$ cat src/rtl/sar_search_4bit_pkg.sv
// Shared constants for the successive-approximation search controller:
// FSM state encodings and the {gt,eq,lt} comparator answer codes.
package sar_search_4bit_pkg;

  localparam int unsigned SAR_WIDTH = 4;

  localparam logic [1:0] ST_IDLE    = 2'd0;
  localparam logic [1:0] ST_COMPARE = 2'd1;
  localparam logic [1:0] ST_DONE    = 2'd2;

  localparam logic [2:0] CMP_GT = 3'b100;
  localparam logic [2:0] CMP_EQ = 3'b010;
  localparam logic [2:0] CMP_LT = 3'b001;

endpackage

$ cat src/rtl/sar_search_4bit.sv
// Successive-approximation controller: presents a trial value to an external
// magnitude comparator and recovers the unknown operand by binary search.
module sar_search_4bit
  import sar_search_4bit_pkg::*;
#(
  parameter int unsigned WIDTH = SAR_WIDTH
) (
  input  logic             clk,
  input  logic             rst,
  input  logic             start,
  input  logic             cmp_gt,
  input  logic             cmp_eq,
  input  logic             cmp_lt,
  output logic [WIDTH-1:0] trial,
  output logic             busy,
  output logic             done,
  output logic [WIDTH-1:0] result,
  output logic             early,
  output logic             err
);

  localparam int unsigned IDX_W = (WIDTH > 1) ? $clog2(WIDTH) : 1;
  localparam logic [IDX_W-1:0] IDX_MSB   = IDX_W'(WIDTH - 1);
  localparam logic [WIDTH-1:0] TRIAL_MSB = {1'b1, {(WIDTH-1){1'b0}}};

  // Decide bit idx from the comparator and tentatively set the next lower bit.
  function automatic logic [WIDTH-1:0] next_trial(input logic [WIDTH-1:0] t_in,
                                                  input logic [IDX_W-1:0] i,
                                                  input logic             gt);
    logic [WIDTH-1:0] t;
    t    = t_in;
    t[i] = gt;
    if (i != '0) t[i - IDX_W'(1)] = 1'b1;
    return t;
  endfunction

  logic [1:0]       state_q, state_d;
  logic [WIDTH-1:0] trial_q, trial_d;
  logic [IDX_W-1:0] idx_q, idx_d;
  logic [WIDTH-1:0] result_q, result_d;
  logic             early_q, early_d;
  logic             err_q, err_d;
  logic             busy_q, busy_d;
  logic             done_q, done_d;
  logic [2:0]       cmp_code;
  logic [WIDTH-1:0] upd;

  always_ff @(posedge clk) begin
    if (rst) begin
      state_q  <= ST_IDLE;
      trial_q  <= '0;
      idx_q    <= IDX_MSB;
      result_q <= '0;
      early_q  <= 1'b0;
      err_q    <= 1'b0;
      busy_q   <= 1'b0;
      done_q   <= 1'b0;
    end else begin
      state_q  <= state_d;
      trial_q  <= trial_d;
      idx_q    <= idx_d;
      result_q <= result_d;
      early_q  <= early_d;
      err_q    <= err_d;
      busy_q   <= busy_d;
      done_q   <= done_d;
    end
  end

  always_comb begin
    state_d  = state_q;
    trial_d  = trial_q;
    idx_d    = idx_q;
    result_d = result_q;
    early_d  = early_q;
    err_d    = err_q;
    cmp_code = {cmp_gt, cmp_eq, cmp_lt};
    upd      = next_trial(trial_q, idx_q, cmp_gt);

    case (state_q)
      ST_IDLE: begin
        if (start) begin
          state_d = ST_COMPARE;
          trial_d = TRIAL_MSB;
          idx_d   = IDX_MSB;
          early_d = 1'b0;
          err_d   = 1'b0;
        end
      end
      ST_COMPARE: begin
        case (cmp_code)
          CMP_EQ: begin
            result_d = trial_q;
            early_d  = (idx_q != '0);
            state_d  = ST_DONE;
          end
          CMP_GT, CMP_LT: begin
            if (idx_q == '0) begin
              result_d = upd;
              early_d  = 1'b0;
              state_d  = ST_DONE;
            end else begin
              trial_d = upd;
              idx_d   = idx_q - IDX_W'(1);
            end
          end
          // Anything not one-hot is a broken comparator.
          default: begin
            err_d    = 1'b1;
            result_d = '0;
            state_d  = ST_DONE;
          end
        endcase
      end
      ST_DONE: state_d = ST_IDLE;
      default: state_d = ST_IDLE;
    endcase

    busy_d = (state_d == ST_COMPARE);
    done_d = (state_d == ST_DONE);
  end

  assign trial  = trial_q;
  assign busy   = busy_q;
  assign done   = done_q;
  assign result = result_q;
  assign early  = early_q;
  assign err    = err_q;

endmodule

$ cat config.mk
export PLATFORM = sky130hd
export DESIGN_NAME = sar_search_4bit
export DESIGN_NICKNAME = d
export VERILOG_FILES = /design/src/rtl/sar_search_4bit_pkg.sv /design/src/rtl/sar_search_4bit.sv
export SDC_FILE = /design/constraint.sdc
export NUM_CORES = 1
export LEC_CHECK = 0
export BUFFER_PORTS_ARGS = -buffer_cell sky130_fd_sc_hd__buf_2
export CORE_MARGIN = 4
export CORE_UTILIZATION = 30
export CTS_BUF_LIST = sky130_fd_sc_hd__clkbuf_2 sky130_fd_sc_hd__clkbuf_4 sky130_fd_sc_hd__clkbuf_8
export CTS_CLUSTER_SIZE = 30
export DETAILED_ROUTE_END_ITERATION = 10
export SETUP_SLACK_MARGIN = 0.15
export SLEW_MARGIN = 10
export SYNTH_ARGS = -nofsm -noshare
export SYNTH_HDL_FRONTEND = slang
export SYNTH_SLANG_ARGS = --single-unit
$ cat constraint.sdc
create_clock -name clk -period 1.56 [get_ports clk]
set_input_delay 0.234 -clock clk [delete_from_list [all_inputs] [get_ports clk]]
set_output_delay 0.234 -clock clk [all_outputs]
set_load 0.005 [all_outputs]
==> impl_metrics.toml <==
[worst_setup_path]
timing.reg2reg.setup_slack_ns = 0.16
crit_type = "flip-flop to flip-flop"
cp_num_buf_inv = 2
setup.worst_path.end_class = "flip-flop"
critPathArrivalTime_ns = 1.60
critical-path-slowest-cell = "dfxtp_2"
worst-path-max-fanout = 9
critical_path_required_ns = 1.76
worst-path-stages = 6
crit-reg2reg-capture = "result[1]"
path_delay_family = "flip-flops"
cp-start-kind = "flip-flop"
critical-path-max-stage-delay_ns = 0.37
critical_path.reg2reg.startpoint = "idx_q[1]"
critical_path.cell_chain = "inv_4 > ha_4 > nor2_4 > a21oi_4 > buf_4 > a211oi_1"
crit_path_start = "idx_q[1]"
worst-r2r-cell-count = 6

[pwr]
vdd_drop_max_uv = 532
power_density_nw_per_um2 = 791
switching_share_pct = 28.5
report.power.total_uw = 931
power_frac_seq_pct = 48.0
pwr-share-clk_pct = 30.5
leakage_nw = 0.530
power.combinational.fraction_pct = 21.5
power.net_switching_uw = 265
cell_int_power_uw = 665

[final_layout]
final_cell_area_um2 = 1180
synthToLayoutAreaGrowth_pct = 34.5
final_util_pct = 42.3
drive_gt1_share_pct = 42.6
instances_no_fill = 153
final_net_count = 134
n_fill_cell = 275
diodes = 0

[cts]
number_of_buffers_created_by_cts = 3
root_buf_cell = "clkbuf_4"
cts_buffer_depth = 2
clk_pin_slew_worst_paths_ns = 0.11
clkSinkCount = 16
cts_htree_levels = 1
worstSkewPairLatency_ns = 0.29
post_cts_hold_buffer_count = 0
cts_tree = "done"

[placed_design]
port-buffer-count = 17
dp.cells = 146
dp_hpwl_mm = 1.56
gp_congestion = 0.720
post_dp_cell_area_um2 = 1070

[logic_synthesis]
synth_fp_nets = 105
postSynthRegisterBits = 16
synth_area_leaders = "dfxtp_1 37%, ha_1 7.2%, mux2i_1 6.9%, nor2_1 5.2%, a211oi_1 3.4%"
postSynth.asyncResetShare_pct = 0
synth.cells.most_frequent = "16 x dfxtp_1, 12 x nor2_1, 6 x mux2i_1"
synthCells = 94
synth.cell_area_um2 = 875
synth-edff-count = 0
synth_seq_area_share_pct = 36.6
synth_warnings = 0
synth_area_leader_cell = "dfxtp_1"
portion_of_synthesized_cell_area_occupied_by_the_leading_cell_type_pct = 36.6
synth.lib_cells_used.distinct = 36
synthMostInstantiatedCell = "dfxtp_1"
avgSynthCellArea_um2 = 9.30
synth_flop_cell = "dfxtp_1"

[die]
rows = 19
coreArea_um2 = 2780
die_w_um = 62.0
fp.dieArea_um2 = 3840
initial_core_util_pct = 31.4
chipHeight_um = 62.0
top_level_ports = 18

[global_routing]
met2_grt_util_pct = 19.5
grt-busiest-layer = "met2"
grtUsageMet3_pct = 2.48
gr_met1_demand_resource_pct = 15.6
grt_pass1_wl_mm = 3.39
grt-ovfl-total = 0
via_count_of_the_first_global_routing_pass = 773
grt_max_degree = 16
antenna_found_initial = 0
grt_util_all_layers_pct = 11.8

[min_path]
worst_hold_startpoint = "rst"
hp-class = "primary input to flip-flop"
hold_end = "trial[1]"
worst_hold_path.num_cells = 2

[timing]
timing_hold_violations_final = 0
finalWorstPathRequiredPeriod_ns = 1.40
setup-tns-final_ns = 0
layout_worst_path_cycle_share_pct = 89.7
achievable-frequency_mhz = 715
final-max-slew-violation-count = 0
grt_setup_unrepaired = "true"
relSlewSlack_pct = 70.6
fin_worst_skew_ns = 0.00933
worst_pin_slew_ns = 0.441
setup-violations-final = 0

[outcome]
status = "complete, no violations"

[drt]
postRouteAntennaNets = 0
viasPerCell = 5.23
routed_wirelength_mm = 2.21
drt-initial-drc-count = 22
residual_drc = 0
total_number_of_vias = 800
drtPass1Iterations = 4
wl_per_cell_um = 14.4

[job]
max_cap_viol_count = 0
## per-layer routing
| layer | part of all wire (%) | up-vias | routed length (um) |
|---|---|---|---|
| met5 | 0 | - | 0 |
| met4 | 1.2 | 0 | 27 |
| met3 | 5.2 | 6 | 114 |
| met2 | 48 | 19 | 1070 |
| met1 | 45 | 379 | 998 |
| li1 | - | 396 | - |
## repair_timing
item	4_1_cts	5_1_grt
pin swaps	3	1
gates resized for setup	6	9
setup endpoints to repair	6	7
setup buffers	1	1
cloned	1	0
## how the worst max path moves through the flow
stage | end | slack [ns]
finish | result[1] | 0.16
global route | trial[3] | 0.1
CTS | result[3] | 0.15
detailed placement | result[0] | 0.09
global placement | result[0] | 0.14
floorplan | trial[3] | 0.15
## metrics by stage
step	hold slack (ns)	setup WS, ns
after global placement	0.467	0.145
final	0.298	0.161
after floorplan	0.302	0.153
after detailed placement	0.475	0.0867
after global routing	0.320	0.0986
after CTS	0.288	0.149
## flip-flops by register name (all words and copies together), names as in the netlist
| name | count |
|---|---|
| busy | 1 |
| done | 1 |
| early | 1 |
| err | 1 |
| idx_q | 2 |
| result | 4 |
| state_q | 2 |
| trial | 4 |
## power by group through the flow
stage,logic (mW),registers (mW),clock network (mW)
finish,0.200,0.447,0.284
global route,0.221,0.450,0.302
CTS,0.191,0.446,0.293
detailed placement,0.181,0.455,0
global placement,0.177,0.455,0
floorplan,0.107,0.460,0
## layout by cell type (no fill, tap or decap), drive strengths merged
master   n
buf     25
dfxtp   16
nor2    12
mux2i    6
a21oi    6
nor3b    5
ha       5
a211oi   4
clkbuf   4
inv      4
o21ai    4
nand2b   3
nor2b    3
nand3    3
nand2    2
and2     2
a22oi    2
nor3     2
o21bai   2
xor2     1
nor4bb   1
o31a     1
and2b    1
o211a    1
nor4     1
or3      1
o22ai    1
a21boi   1
a311oi   1
nand3b   1
a32oi    1
## final cells by class
type,instances,area (um2),area share (%)
clock buffers,4,36.3,3.09
inverters,4,17.5,1.49
multi-input cells,73,616,52.3
flip-flops and latches,16,323,27.4
well taps,31,38.8,3.30
repair buffers,25,145,12.3
## logic make-up (layout without fill, tap and decap cells)
group           count (synthesis)  count (layout)  share of synthesized area, %
simple gates                   36              37                          24.6
compound gates                 24              24                          19.9
flops                          16              16                          36.6
mux                             6               6                          6.87
buf+inv                         6              33                          3.00
fa+ha+maj                       5               5                          7.15
xor+xnor                        1               1                          1.86
(Power assumes the default switching activity.)
